[src/rtl/seq_add_sub_unit_pkg.sv]
// +----------------------------------------------------------------------------+
// | seq_arith_pkg : mode constants, FSM state type and overflow helper          |
// | Rev 1.0                                                                     |
// +----------------------------------------------------------------------------+
`timescale 1ns/1ps
`default_nettype none

package seq_arith_pkg;

  localparam logic MODE_ADD = 1'b0;
  localparam logic MODE_SUB = 1'b1;

  typedef enum logic {S_IDLE, S_RUN} arith_state_t;

  // Add overflows when operand signs match; sub overflows when they differ.
  function automatic logic ovf_calc(input logic mode, input logic a_msb,
                                    input logic b_msb, input logic r_msb);
    return (((a_msb ^ b_msb) == mode) && (r_msb != a_msb));
  endfunction

endpackage

`default_nettype wire

[src/rtl/seq_add_sub_unit_if.sv]
// +----------------------------------------------------------------------------+
// | seq_add_sub_unit_if : start/busy/done handshake, operands and result flags  |
// | Rev 1.0                                                                     |
// +----------------------------------------------------------------------------+
`timescale 1ns/1ps
`default_nettype none

interface seq_add_sub_unit_if #(
  parameter int WIDTH = 8
);
  logic             start;
  logic             mode;
  logic [WIDTH-1:0] a;
  logic [WIDTH-1:0] b;
  logic             cin;
  logic             busy;
  logic             done;
  logic [WIDTH-1:0] result;
  logic             cout;
  logic             ovf;
  logic             zero;

  modport master (
    output start, mode, a, b, cin,
    input  busy, done, result, cout, ovf, zero
  );

  modport slave (
    input  start, mode, a, b, cin,
    output busy, done, result, cout, ovf, zero
  );
endinterface

`default_nettype wire

[src/rtl/seq_add_sub_unit_chunk.sv]
// +----------------------------------------------------------------------------+
// | addsub_chunk : combinational CHUNK-bit ripple adder / subtractor cell       |
// | Rev 1.0                                                                     |
// +----------------------------------------------------------------------------+
`timescale 1ns/1ps
`default_nettype none

module addsub_chunk
  import seq_arith_pkg::*;
#(
  parameter int CHUNK = 2
) (
  input  logic [CHUNK-1:0] a,
  input  logic [CHUNK-1:0] b,
  input  logic             mode,
  input  logic             cbin,
  output logic [CHUNK-1:0] d,
  output logic             cbout
);

  logic w_cb;

  always_comb begin
    w_cb = cbin;
    d    = '0;
    for (int i = 0; i < CHUNK; i++) begin
      d[i] = a[i] ^ b[i] ^ w_cb;
      if (mode == MODE_SUB)
        w_cb = (~a[i] & b[i]) | (~(a[i] ^ b[i]) & w_cb);
      else
        w_cb = (a[i] & b[i]) | ((a[i] ^ b[i]) & w_cb);
    end
    cbout = w_cb;
  end

endmodule

`default_nettype wire

[src/rtl/seq_add_sub_unit.sv]
// +----------------------------------------------------------------------------+
// | seq_add_sub_unit : multi-cycle A+B+CIN / A-B-BIN, CHUNK bits per clock      |
// | Rev 1.0                                                                     |
// +----------------------------------------------------------------------------+
`timescale 1ns/1ps
`default_nettype none

module seq_add_sub_unit
  import seq_arith_pkg::*;
#(
  parameter int WIDTH = 8,
  parameter int CHUNK = 2
) (
  input  logic               clk,
  input  logic               rst_n,
  seq_add_sub_unit_if.slave  bus
);

  localparam int NCHUNK = WIDTH / CHUNK;
  localparam int IDX_W  = (NCHUNK > 1) ? $clog2(NCHUNK) : 1;
  localparam logic [IDX_W-1:0] LAST_IDX = IDX_W'(NCHUNK - 1);

  if ((WIDTH < 2) || (CHUNK < 1) || ((WIDTH % CHUNK) != 0)) begin : g_param_check
    $error("seq_add_sub_unit: WIDTH must be >= 2 and divisible by CHUNK");
  end

  arith_state_t     r_state;
  logic [WIDTH-1:0] r_a;
  logic [WIDTH-1:0] r_b;
  logic [WIDTH-1:0] r_sum;
  logic             r_mode;
  logic             r_cb;
  logic [IDX_W-1:0] r_idx;
  logic             r_busy;
  logic             r_done;
  logic [WIDTH-1:0] r_result;
  logic             r_cout;
  logic             r_ovf;
  logic             r_zero;

  logic [CHUNK-1:0] w_d;
  logic             w_cbout;
  logic [WIDTH-1:0] w_sum_next;

  addsub_chunk #(.CHUNK(CHUNK)) u_chunk (
    .a     (r_a[CHUNK-1:0]),
    .b     (r_b[CHUNK-1:0]),
    .mode  (r_mode),
    .cbin  (r_cb),
    .d     (w_d),
    .cbout (w_cbout)
  );

  // New chunk enters at the top; after NCHUNK steps chunk 0 sits at the LSB.
  assign w_sum_next = WIDTH'({w_d, r_sum} >> CHUNK);

  always_ff @(posedge clk or negedge rst_n) begin
    if (!rst_n) begin
      r_state  <= S_IDLE;
      r_a      <= '0;
      r_b      <= '0;
      r_sum    <= '0;
      r_mode   <= MODE_ADD;
      r_cb     <= 1'b0;
      r_idx    <= '0;
      r_busy   <= 1'b0;
      r_done   <= 1'b0;
      r_result <= '0;
      r_cout   <= 1'b0;
      r_ovf    <= 1'b0;
      r_zero   <= 1'b1;
    end else begin
      r_done <= 1'b0;
      case (r_state)
        S_IDLE: begin
          if (bus.start) begin
            r_a     <= bus.a;
            r_b     <= bus.b;
            r_mode  <= bus.mode;
            r_cb    <= bus.cin;
            r_sum   <= '0;
            r_idx   <= '0;
            r_busy  <= 1'b1;
            r_state <= S_RUN;
          end
        end
        S_RUN: begin
          r_a   <= r_a >> CHUNK;
          r_b   <= r_b >> CHUNK;
          r_cb  <= w_cbout;
          r_sum <= w_sum_next;
          r_idx <= r_idx + IDX_W'(1);
          if (r_idx == LAST_IDX) begin
            // Low chunk of r_a/r_b now holds the operand MSBs.
            r_result <= w_sum_next;
            r_cout   <= w_cbout;
            r_ovf    <= ovf_calc(r_mode, r_a[CHUNK-1], r_b[CHUNK-1], w_d[CHUNK-1]);
            r_zero   <= (w_sum_next == '0);
            r_done   <= 1'b1;
            r_busy   <= 1'b0;
            r_state  <= S_IDLE;
          end
        end
        default: r_state <= S_IDLE;
      endcase
    end
  end

  assign bus.busy   = r_busy;
  assign bus.done   = r_done;
  assign bus.result = r_result;
  assign bus.cout   = r_cout;
  assign bus.ovf    = r_ovf;
  assign bus.zero   = r_zero;

endmodule

`default_nettype wire

[src/flat_wrapper.sv]
// flat-port wrapper written by rule: the top's interface ports become plain ports
module seq_add_sub_unit_flat import seq_arith_pkg::*;
#(
  parameter int WIDTH = 8,
  parameter int CHUNK = 2
)
  (clk, rst_n, bus_start, bus_mode, bus_a, bus_b, bus_cin, bus_busy, bus_done, bus_result, bus_cout, bus_ovf, bus_zero);
  seq_add_sub_unit_if #(.WIDTH(WIDTH)) bus_i ();
  input  logic clk;
  input  logic rst_n;
  input wire logic [$bits(bus_i.start)-1:0] bus_start;
  input wire logic [$bits(bus_i.mode)-1:0] bus_mode;
  input wire logic [$bits(bus_i.a)-1:0] bus_a;
  input wire logic [$bits(bus_i.b)-1:0] bus_b;
  input wire logic [$bits(bus_i.cin)-1:0] bus_cin;
  output wire logic [$bits(bus_i.busy)-1:0] bus_busy;
  output wire logic [$bits(bus_i.done)-1:0] bus_done;
  output wire logic [$bits(bus_i.result)-1:0] bus_result;
  output wire logic [$bits(bus_i.cout)-1:0] bus_cout;
  output wire logic [$bits(bus_i.ovf)-1:0] bus_ovf;
  output wire logic [$bits(bus_i.zero)-1:0] bus_zero;
  assign bus_i.start = bus_start;
  assign bus_i.mode = bus_mode;
  assign bus_i.a = bus_a;
  assign bus_i.b = bus_b;
  assign bus_i.cin = bus_cin;
  assign bus_busy = bus_i.busy;
  assign bus_done = bus_i.done;
  assign bus_result = bus_i.result;
  assign bus_cout = bus_i.cout;
  assign bus_ovf = bus_i.ovf;
  assign bus_zero = bus_i.zero;
  seq_add_sub_unit #(.WIDTH(WIDTH), .CHUNK(CHUNK)) u_core (.clk(clk), .rst_n(rst_n), .bus(bus_i));
endmodule
[config.mk]
export PLATFORM = sky130hd
export DESIGN_NAME = seq_add_sub_unit_flat
export DESIGN_NICKNAME = d
export VERILOG_FILES = /design/src/rtl/seq_add_sub_unit_pkg.sv /design/src/rtl/seq_add_sub_unit_if.sv /design/src/rtl/seq_add_sub_unit_chunk.sv /design/src/rtl/seq_add_sub_unit.sv /design/src/flat_wrapper.sv
export SDC_FILE = /design/constraint.sdc
export NUM_CORES = 1
export LEC_CHECK = 0
export CORE_MARGIN = 2
export CORE_UTILIZATION = 51
export CTS_CLUSTER_DIAMETER = 120
export DETAILED_ROUTE_END_ITERATION = 8
export HOLD_SLACK_MARGIN = 0.03
export PLACE_DENSITY_LB_ADDON = 0.12
export SYNTH_ARGS = -nofsm -noshare
export SYNTH_HDL_FRONTEND = slang
export SYNTH_SLANG_ARGS = --single-unit
[constraint.sdc]
create_clock -name clk -period 2.95 [get_ports clk]
set_input_delay 0.59 -clock clk [delete_from_list [all_inputs] [get_ports clk]]
set_output_delay 0.59 -clock clk [all_outputs]
set_load 0.005 [all_outputs]
======== Yosys cells after proc, flatten, opt, wreduce, memory -nomap -nowiden ========
Cells that the tools add are included.
Widths: inputs -> output; s select.
storage, ports and cells
  register bits ........................... 42
  latch bits .............................. 0
  memory bits (writable) .................. 0
  memory bits (read-only) ................. 0
  input bits .............................. 21
  output and inout bits ................... 13
  logic and storage cells ................. 65
  memories ................................ 0
cells by class
  add/sub/neg operators ................... 1
  $mul .................................... 0
  divide/modulo/power cells ............... 0
  order comparisons ....................... 0
  equality and inequality tests ........... 5
  shifts and indexed selects .............. 0
  mux-type cells .......................... 20
  bitwise gates (word level) .............. 21
  reduce and logical (&&, ||, !) cells .... 5
operators with widths
  kind                 number
  $pmux 8 s2           3
  $mux 8               3
  $mux 1               9
  $and 1x1->1          8
  $logic_not 8->1      1
  $pmux 1 s2           3
  $reduce_and 2->1     3
  $not 1->1            5
  $ne 2x2->1 const B   2
  $or 1x1->1           4
  $pmux 2 s2           1
  $xor 1x1->1          4
  $add 2x1->2 const B  1
  $eq 2x2->1 const B   1
  $mux 2               1
  $eq 1x1->1           1
  $logic_and 1x1->1    1
  $ne 1x1->1           1

======== Depth between registers and ports, before layout ========
Gate-level depths: netlist of the first run.
  word-level depth ........................ 9
  depth in mapped cells ................... 7
  mapped depth without buffers ............ 7

======== Hierarchy ========
Synthesis of the first run repeated with hierarchy kept, for this count alone.
unflattened totals
  cells, all modules ...................... 153
  area total of the unflattened synthesis .. 1823.0 µm²
by module, submodules not included
  module            times used  cells each  area an instance (µm²)  sequential area each (µm²)
  seq_add_sub_unit  1           141         1695.4                  1002.2
  addsub_chunk      1           12          127.6                   0.0

======== Least setup slack after synthesis of the first run ========
Ideal clock, no wire load.
  path kind ............................... register to register
  start ................................... register u_core.r_cb
  end ..................................... register u_core.r_ovf (netlist: u_core.bus.ovf)
  library setup time ...................... 0.120 ns
  data arrival time ....................... 1.972 ns
  required time ........................... 2.830 ns
  setup slack ............................. 0.858 ns
  stages on the path, launching flop included .. 7
  buffers on the path ..................... 0
  period minus slack after synthesis ...... 2.092 ns
  cells stage by stage .................... dfrtp_1 inv_1 fa_1 o21ai_0 fa_1 xnor2_1 a31o_2
on the way
  word-level cells in the longest chain between the ends .. 6
  elaborated cells between the ends (all ways) .. 8
  classes of those cells .................. 1 x eq/ne; 1 x mux; 5 x bitwise; 1 x reduce/logical
RTL lines
  element                                line                                                        text
  start: declaration                     seq_add_sub_unit.sv:32                                      logic r_cb;
  start signal: assignment               seq_add_sub_unit.sv:80                                      r_cb <= bus.cin;
  start signal: assignment               seq_add_sub_unit.sv:90                                      r_cb <= w_cbout;
  $and 1x1->1, on equally long branches  seq_add_sub_unit_chunk.sv:31, seq_add_sub_unit_chunk.sv:29
  $or 1x1->1, on equally long branches   seq_add_sub_unit_chunk.sv:31, seq_add_sub_unit_chunk.sv:29
  $mux 1 (*)                             seq_add_sub_unit_chunk.sv:28                                if (mode == MODE_SUB)
  $xor 1x1->1 (*)                        seq_add_sub_unit_chunk.sv:27                                d[i] = a[i] ^ b[i] ^ w_cb;
  $ne 1x1->1 (*)                         seq_add_sub_unit_pkg.sv:18                                  return (((a_msb ^ b_msb) == mode) && (r_msb != a_msb));
  $logic_and 1x1->1 (*)                  seq_add_sub_unit_pkg.sv:18
  end signal: assignment                 seq_add_sub_unit.sv:97                                      r_ovf <= ovf_calc(r_mode, r_a[CHUNK-1], r_b[CHUNK-1], w_d[CHUNK-1]);
  end: declaration                       seq_add_sub_unit.sv:38                                      logic r_ovf;
Every way passes the cells marked *; elsewhere a longest branch is shown, timed or not.
A chain may end at the register's enable or synchronous reset.

======== Final worst setup path of the first run ========
Same ends and word-level chain as after synthesis.

==> qor.txt, run 1 <==
Status: complete, no violations
Most frequent CP cell: fa_1
Most used routing layer: met2
Vias: 1,218
Global placer's final weighted congestion: 0.726
Grt met3 use: 0.0423
Die area: 4080 um2
Antenna viol nets, final: 0
Syn_nets: 177
DIE WIDTH: 63.9 um
CTS Buffer Depth: 2
Crit path buf inv count: 1
Max Clock Skew: 0.00684 ns
Slowest-stage cell, CP: fa_1
Unique masters post-synth: 26
I/O pins: 34
Layout cell share with drive strength beyond 1: 0.119
Core area: 3390 um2
Max Slew Vio Count: 0
Synth async-reset ratio: 1.00
MaxCap Viol Count: 0
Tmin final: 2.23 ns
Maximum vdd drop: 0.439 mV
Antenna cells: 0
Detailed placement HPWL: 2.33 mm
Post-Syn Area: 1830 um2
CTS tree: built
Setup crit end kind: flip-flop
Vias in the first global route: 1,283
Crit path largest cell delay: 0.53 ns
Clock Latency Late Sink: 0.34 ns
Worst hold path type: in -> async
Post-CTS setup repair buffer count: 0
WL final: 3.33 mm
DRC viols: 0
Post-synth EDFFs: 0
Global-route wire length before repair: 6.02 mm
Crit-path max FO: 3
CTS hold repair buffers: 0
Ys Warns: 0
Leak: 1.05 nW
Crit Path Class: reg -> reg
CP startpoint kind: flip-flop
Gate Count Post-Synth: 150
Initial Utilization: 0.539
Top cell type's share of synthesized area: 0.534
Inserted Clock Buffers: 5
Worst EP arrival: 2.47 ns
Largest net degree at the start of global routing: 41
Drt via density: 5.27
PwrDens: 970 nW/um2
WL/cell: 14.4 um
Initial antenna violation count: 0
Grt met2 use: 0.319
Root Driver: clkbuf_4
Drt first pass iters: 4
Hold Fails Final Rpt: 0
Fin util: 0.661
Crit-path leading delay family: adder cells
Met1 Resource Use GR: 0.237
Tcrit/Tclk final: 0.755
RSZ-0062 raised after global routing: no
H-tree lvl count: 2
IO buf count: 33
Clock sink count: 40
GR Util All Layers: 0.191
Fmax: 449 MHz
Die height: 63.9 um
Seq/Total Area, Yosys: 0.549
Total gr overflow: 0
Syn-to-layout area delta: 22.7%
Syn_area_per_cell: 12.2 um2
Total negative slack: 0 ns
Synth top area cells: dfrtp_1 (53%), mux2i_1 (12%), mux2_2 (4.9%)
Number of setup violations in the final report: 0
Worst EP required: 3.19 ns
Worst-margin pin slew: 0.903 ns
Cell taking the most area after synthesis: dfrtp_1
Clk pin slew, worst setup/hold paths: 0.12 ns
Final net count: 211
Row count: 21
DR iter-0 viols: 57
Rel. slew slack: 0.398
Synth top cells by count: dfrtp_1 (39), mux2i_1 (22), nand2_1 (15)
Top-count cell post-synth: dfrtp_1
Worst path cell trace: inv_1 > fa_1 > o21ai_0 > fa_1 > xnor2_1 > a31o_2
Ys flop type: dfrtp_1
Post-cts sizing count: 0
FF+latch count, synth: 40
final timing paths:
path	from	slack [ns]	depth (start not counted)	endpoint
max in group asynchronous	rst_n	2.07	1	u_core.r_a[4]$_DFFE_PN0P_
worst min register to register	u_core.r_b[5]$_DFFE_PN0P_	0.50	2	u_core.r_b[3]$_DFFE_PN0P_
worst min-delay path	rst_n	0.34	1	u_core.bus.result[2]$_DFFE_PN0P_
worst max register to register	u_core.r_cb$_DFFE_PN0P_	0.72	6	u_core.bus.ovf$_DFFE_PN0P_
worst max-delay path	u_core.r_cb$_DFFE_PN0P_	0.72	6	u_core.bus.ovf$_DFFE_PN0P_
min in group clk	u_core.r_b[5]$_DFFE_PN0P_	0.50	2	u_core.r_b[3]$_DFFE_PN0P_
registers in the layout, indices dropped and copies added, names as in the netlist:
name and flops:
u_core.bus.busy 1, u_core.bus.cout 1, u_core.bus.done 1, u_core.bus.ovf 1, u_core.bus.result 8, u_core.bus.zero 1
u_core.r_a 8, u_core.r_b 8, u_core.r_cb 1, u_core.r_idx 2, u_core.r_mode 1, u_core.r_state 1
u_core.r_sum 6
layer usage:
layer	vias to the layer above	routed length (um)
met4	0	59
met3	7	99
met1	615	1480
met2	24	1690
li1	572	-
met5	-	0
logic make-up (layout without fill, tap and decap cells):
group,Yosys count,in the layout,synth area share
and+or+nand+nor,30,30,0.0781
muxes,30,30,0.170
DFF,40,40,0.549
AOI/OAI and AO/OA,26,26,0.0870
xor gates and xnor gates,2,2,0.00959
adders and majority gates,6,6,0.0575
buffers and inverters,16,51,0.0493
layout make-up:
type	instances	area, um2
fillers	265	1150
well taps	46	57.6
inverters	8	30.0
repair buffers	35	340
clock inverters	2	35.0
multi-input cells	94	734
flip-flops and latches	40	1000
clock buffers	6	41.3
cells in the final DEF, fill, tap and decap left out, drive strengths merged:
cell,n
nor2,7
xnor2,1
o22ai,1
xor2,1
clkinv,1
mux2i,22
a31o,2
ha,2
nand2b,4
fa,4
nor2b,1
a22o,4
bufinv,1
o21ai,15
nand2,16
mux2,8
buf,3
a21boi,2
a21oi,2
dfstp,1
dfrtp,39
inv,8
clkdlybuf4s50,32
clkbuf,6
nor4b,2
where the power goes:
| part | total, mW | internal, mW | switching [mW] | leakage (nW) |
|---|---|---|---|---|
| clock | 0.352 | 0.178 | 0.175 | 0.0422 |
| combinational | 0.844 | 0.482 | 0.362 | 0.492 |
| sequential | 0.977 | 0.767 | 0.210 | 0.511 |
through the flow:
| step | hold slack (ns) | std cells | instance area, um2 | setup WS, ns | power (mW) |
|---|---|---|---|---|---|
| finish | 0.341 | 231 | 2240 | 0.723 | 2.17 |
| global route | 0.388 | 231 | 2240 | 0.618 | 2.36 |
| CTS | 0.368 | 231 | 2240 | 0.713 | 2.20 |
| detailed placement | 0.487 | 223 | 2160 | 0.731 | 1.84 |
| global placement | 0.471 | 223 | 2160 | 0.810 | 1.79 |
| floorplan | 0.294 | 150 | 1830 | 0.858 | 1.52 |
Power figures use the tool's default switching activity.
==> run 2, diff against run 1 <==
==> constraint.sdc (replaced) <==
create_clock -name clk -period 2.25 [get_ports clk]
set_input_delay 0.45 -clock clk [delete_from_list [all_inputs] [get_ports clk]]
set_output_delay 0.45 -clock clk [all_outputs]
set_load 0.005 [all_outputs]
==> run 2 against run 1 <==
Critical path type unchanged. Routed wire length grew 0.15%. Worst hold slack better by 0.16 ns. Global-route usage grew 0.40 points. Sequential power increased by 28%. Power is 35% higher. Register-to-register slack worse by 0.57 ns. Flip-flop and latch count unchanged. Largest cell class unchanged.
==> qor.txt, run 2 (same netlist as run 1, synthesis figures left out) <==
Combinational power share: 0.397 (was 0.388)
Hold Fails Final Rpt: 0 (unchanged)
Crit-path max FO: 3 (unchanged)
IO buf count: 33 (unchanged)
Row count: 21 (unchanged)
I/O pins: 34 (unchanged)
Setup crit end kind: flip-flop (unchanged)
CP startpoint kind: flip-flop (unchanged)
PwrDens: 1280 nW/um2 (was 970 nW/um2)
Max Slew Vio Count: 0 (unchanged)
Commonest cells after routing, fill and taps aside: dfrtp_1 (39), clkdlybuf4s50_1 (32), mux2i_1 (22) (unchanged)
Fill count: 245 (was 265)
Most common cell after layout, fill and taps aside: dfrtp_1 (unchanged)
Antenna cells: 0 (unchanged)
Worst EP arrival: 2.35 ns (was 2.47 ns)
Crit Path Class: reg -> reg (unchanged)
Switching pwr: 992 uW (was 746 uW)
Maximum vdd drop: 0.595 mV (was 0.439 mV)
Number of setup violations in the final report: 0 (unchanged)
Core area: 3390 um2 (unchanged)
GR Util All Layers: 0.195 (was 0.191)
Max Clock Skew: 0.00457 ns (was 0.00684 ns)
DRC viols: 0 (unchanged)
Clock sink count: 40 (unchanged)
WL/cell: 14.2 um (was 14.4 um)
Die area: 4080 um2 (unchanged)
Total gr overflow: 0 (unchanged)
Final net count: 214 (was 211)
RR Startpoint: u_core.r_cb$_DFFE_PN0P_ (unchanged)
Clk pin slew, worst setup/hold paths: 0.11 ns (was 0.12 ns)
Fmax: 476 MHz (was 449 MHz)
Die height: 63.9 um (unchanged)
CTS Buffer Depth: 2 (unchanged)
Tmin final: 2.10 ns (was 2.23 ns)
Tcrit/Tclk final: 0.933 (was 0.755)
Worst hold path type: reg -> reg (was in -> async)
Leak: 1.07 nW (was 1.05 nW)
Vias: 1,221 (was 1,218)
Vias in the first global route: 1,290 (was 1,283)
FF/Latch Area: 1000 um2 (unchanged)
Total power: 2.94 mW (was 2.17 mW)
RSZ-0062 raised after global routing: no (unchanged)
Setup slack, reg-to-reg: 0.15 ns (was 0.72 ns)
Switching Share: 0.338 (was 0.343)
Layout cell share with drive strength beyond 1: 0.138 (was 0.119)
Initial antenna violation count: 0 (unchanged)
WL final: 3.33 mm (about the same)
Setup crit start: u_core.r_cb$_DFFE_PN0P_ (unchanged)
Critical Path End: u_core.bus.ovf$_DFFE_PN0P_ (unchanged)
Int Power: 1.95 mW (was 1.43 mW)
Status: complete, no violations (unchanged)
Seq pwr share: 0.424 (was 0.450)
Drt first pass iters: 4 (unchanged)
DR iter-0 viols: 76 (was 57)
MaxCap Viol Count: 0 (unchanged)
Root Driver: clkbuf_4 (unchanged)
Inserted Clock Buffers: 5 (unchanged)
Clock Latency Late Sink: 0.35 ns (was 0.34 ns)
Clk pwr share: 0.179 (was 0.162)
Area taken by multi-input logic gates: 738 um2 (was 734 um2)
Antenna viol nets, final: 0 (unchanged)
Largest net degree at the start of global routing: 41 (unchanged)
Post-CTS setup repair buffer count: 0 (unchanged)
H-tree lvl count: 2 (unchanged)
Drt via density: 5.22 (was 5.27)
Syn-to-layout area delta: 26.0% (was 22.7%)
Global placer's final weighted congestion: 0.774 (was 0.726)
Detailed placement HPWL: 2.39 mm (was 2.33 mm)
Setup ws final: 0.150 ns (was 0.723 ns)
Worst-case reg-to-reg path depth: 6 (unchanged)
Initial Utilization: 0.539 (unchanged)
CTS tree: built (unchanged)
Worst EP required: 2.50 ns (was 3.19 ns)
Rel. slew slack: 0.713 (was 0.398)
Place WS: -0.0107 ns (was 0.731 ns)
Reg-to-reg endpoint: u_core.bus.ovf$_DFFE_PN0P_ (unchanged)
Worst-margin pin slew: 0.430 ns (was 0.903 ns)
DIE WIDTH: 63.9 um (unchanged)
Global-route wire length before repair: 6.03 mm (was 6.02 mm)
## run 2: cell count changes in the layout (fill, tap and decap cells not counted), sizes merged
cell	delta
clkbuf	+1
buf	+2
clkinv	-1
dlygate4sd3	+1
## run 2: power groups by stage
stage               Combinational (mW)  Sequential, mW  Clock, mW
finish                            1.17            1.25      0.526
global route                      1.30            1.29      0.589
CTS                               1.17            1.25      0.540
detailed placement                1.17            1.27          0
global placement                  1.11            1.25          0
floorplan                        0.798            1.19          0
## run 2: worst max-delay path, stage by stage, from the launching register on
cell	delay, ns
dfrtp_1	0.40
inv_1	0.07
fa_1	0.43
o21ai_2	0.21
fa_1	0.49
xnor2_1	0.15
a31o_2	0.25
## run 2: final cells by class
type,count,area share
Sequential cell,40,0.436
Multi-Input combinational cell,94,0.321
Timing Repair Buffer,38,0.164
Clock buffer,7,0.0283
Tap cell,46,0.0250
Clock inverter,1,0.0131
Inverter,8,0.0131
## run 2: worst min path at each step
stage | start | end | depth (start not counted)
CTS | rst_n | u_core.r_sum[2]$_DFFE_PN0P_ | 2
global route | u_core.r_idx[0]$_DFFE_PN0P_ | u_core.r_idx[0]$_DFFE_PN0P_ | 1
finish | u_core.r_b[5]$_DFFE_PN0P_ | u_core.r_b[3]$_DFFE_PN0P_ | 2
detailed placement | rst_n | u_core.bus.result[2]$_DFFE_PN0P_ | 2
global placement | rst_n | u_core.r_b[4]$_DFFE_PN0P_ | 2
floorplan | rst_n | u_core.bus.busy$_DFFE_PN0P_ | 0
## run 2: repair_timing
item                                    in CTS  in global routing
gates resized for setup                      1                  1
hold buffers                                 0                  1
hold endpoints to repair                     0                 11
endpoints found under the setup margin       1                  1
## run 2: through the flow
stage	instance area, um2	std cells	setup TNS (ns)	utilization	hold slack [ns]
after global routing	2300	234	0	0.679	0.535
after CTS	2290	233	0	0.675	0.0467
final	2300	234	0	0.679	0.501
after detailed placement	2190	225	-0.0107	0.647	0.433
after floorplan	1830	150	0	-	0.154
after global placement	2190	225	0	0.647	0.435
## run 2: metal layers
metal,vias up,GRT usage,wire [um]
met2,25,0.327,1730
met4,0,0.0734,60
met3,6,0.0599,132
met5,-,0,0
met1,611,0.236,1410
li1,579,-,-
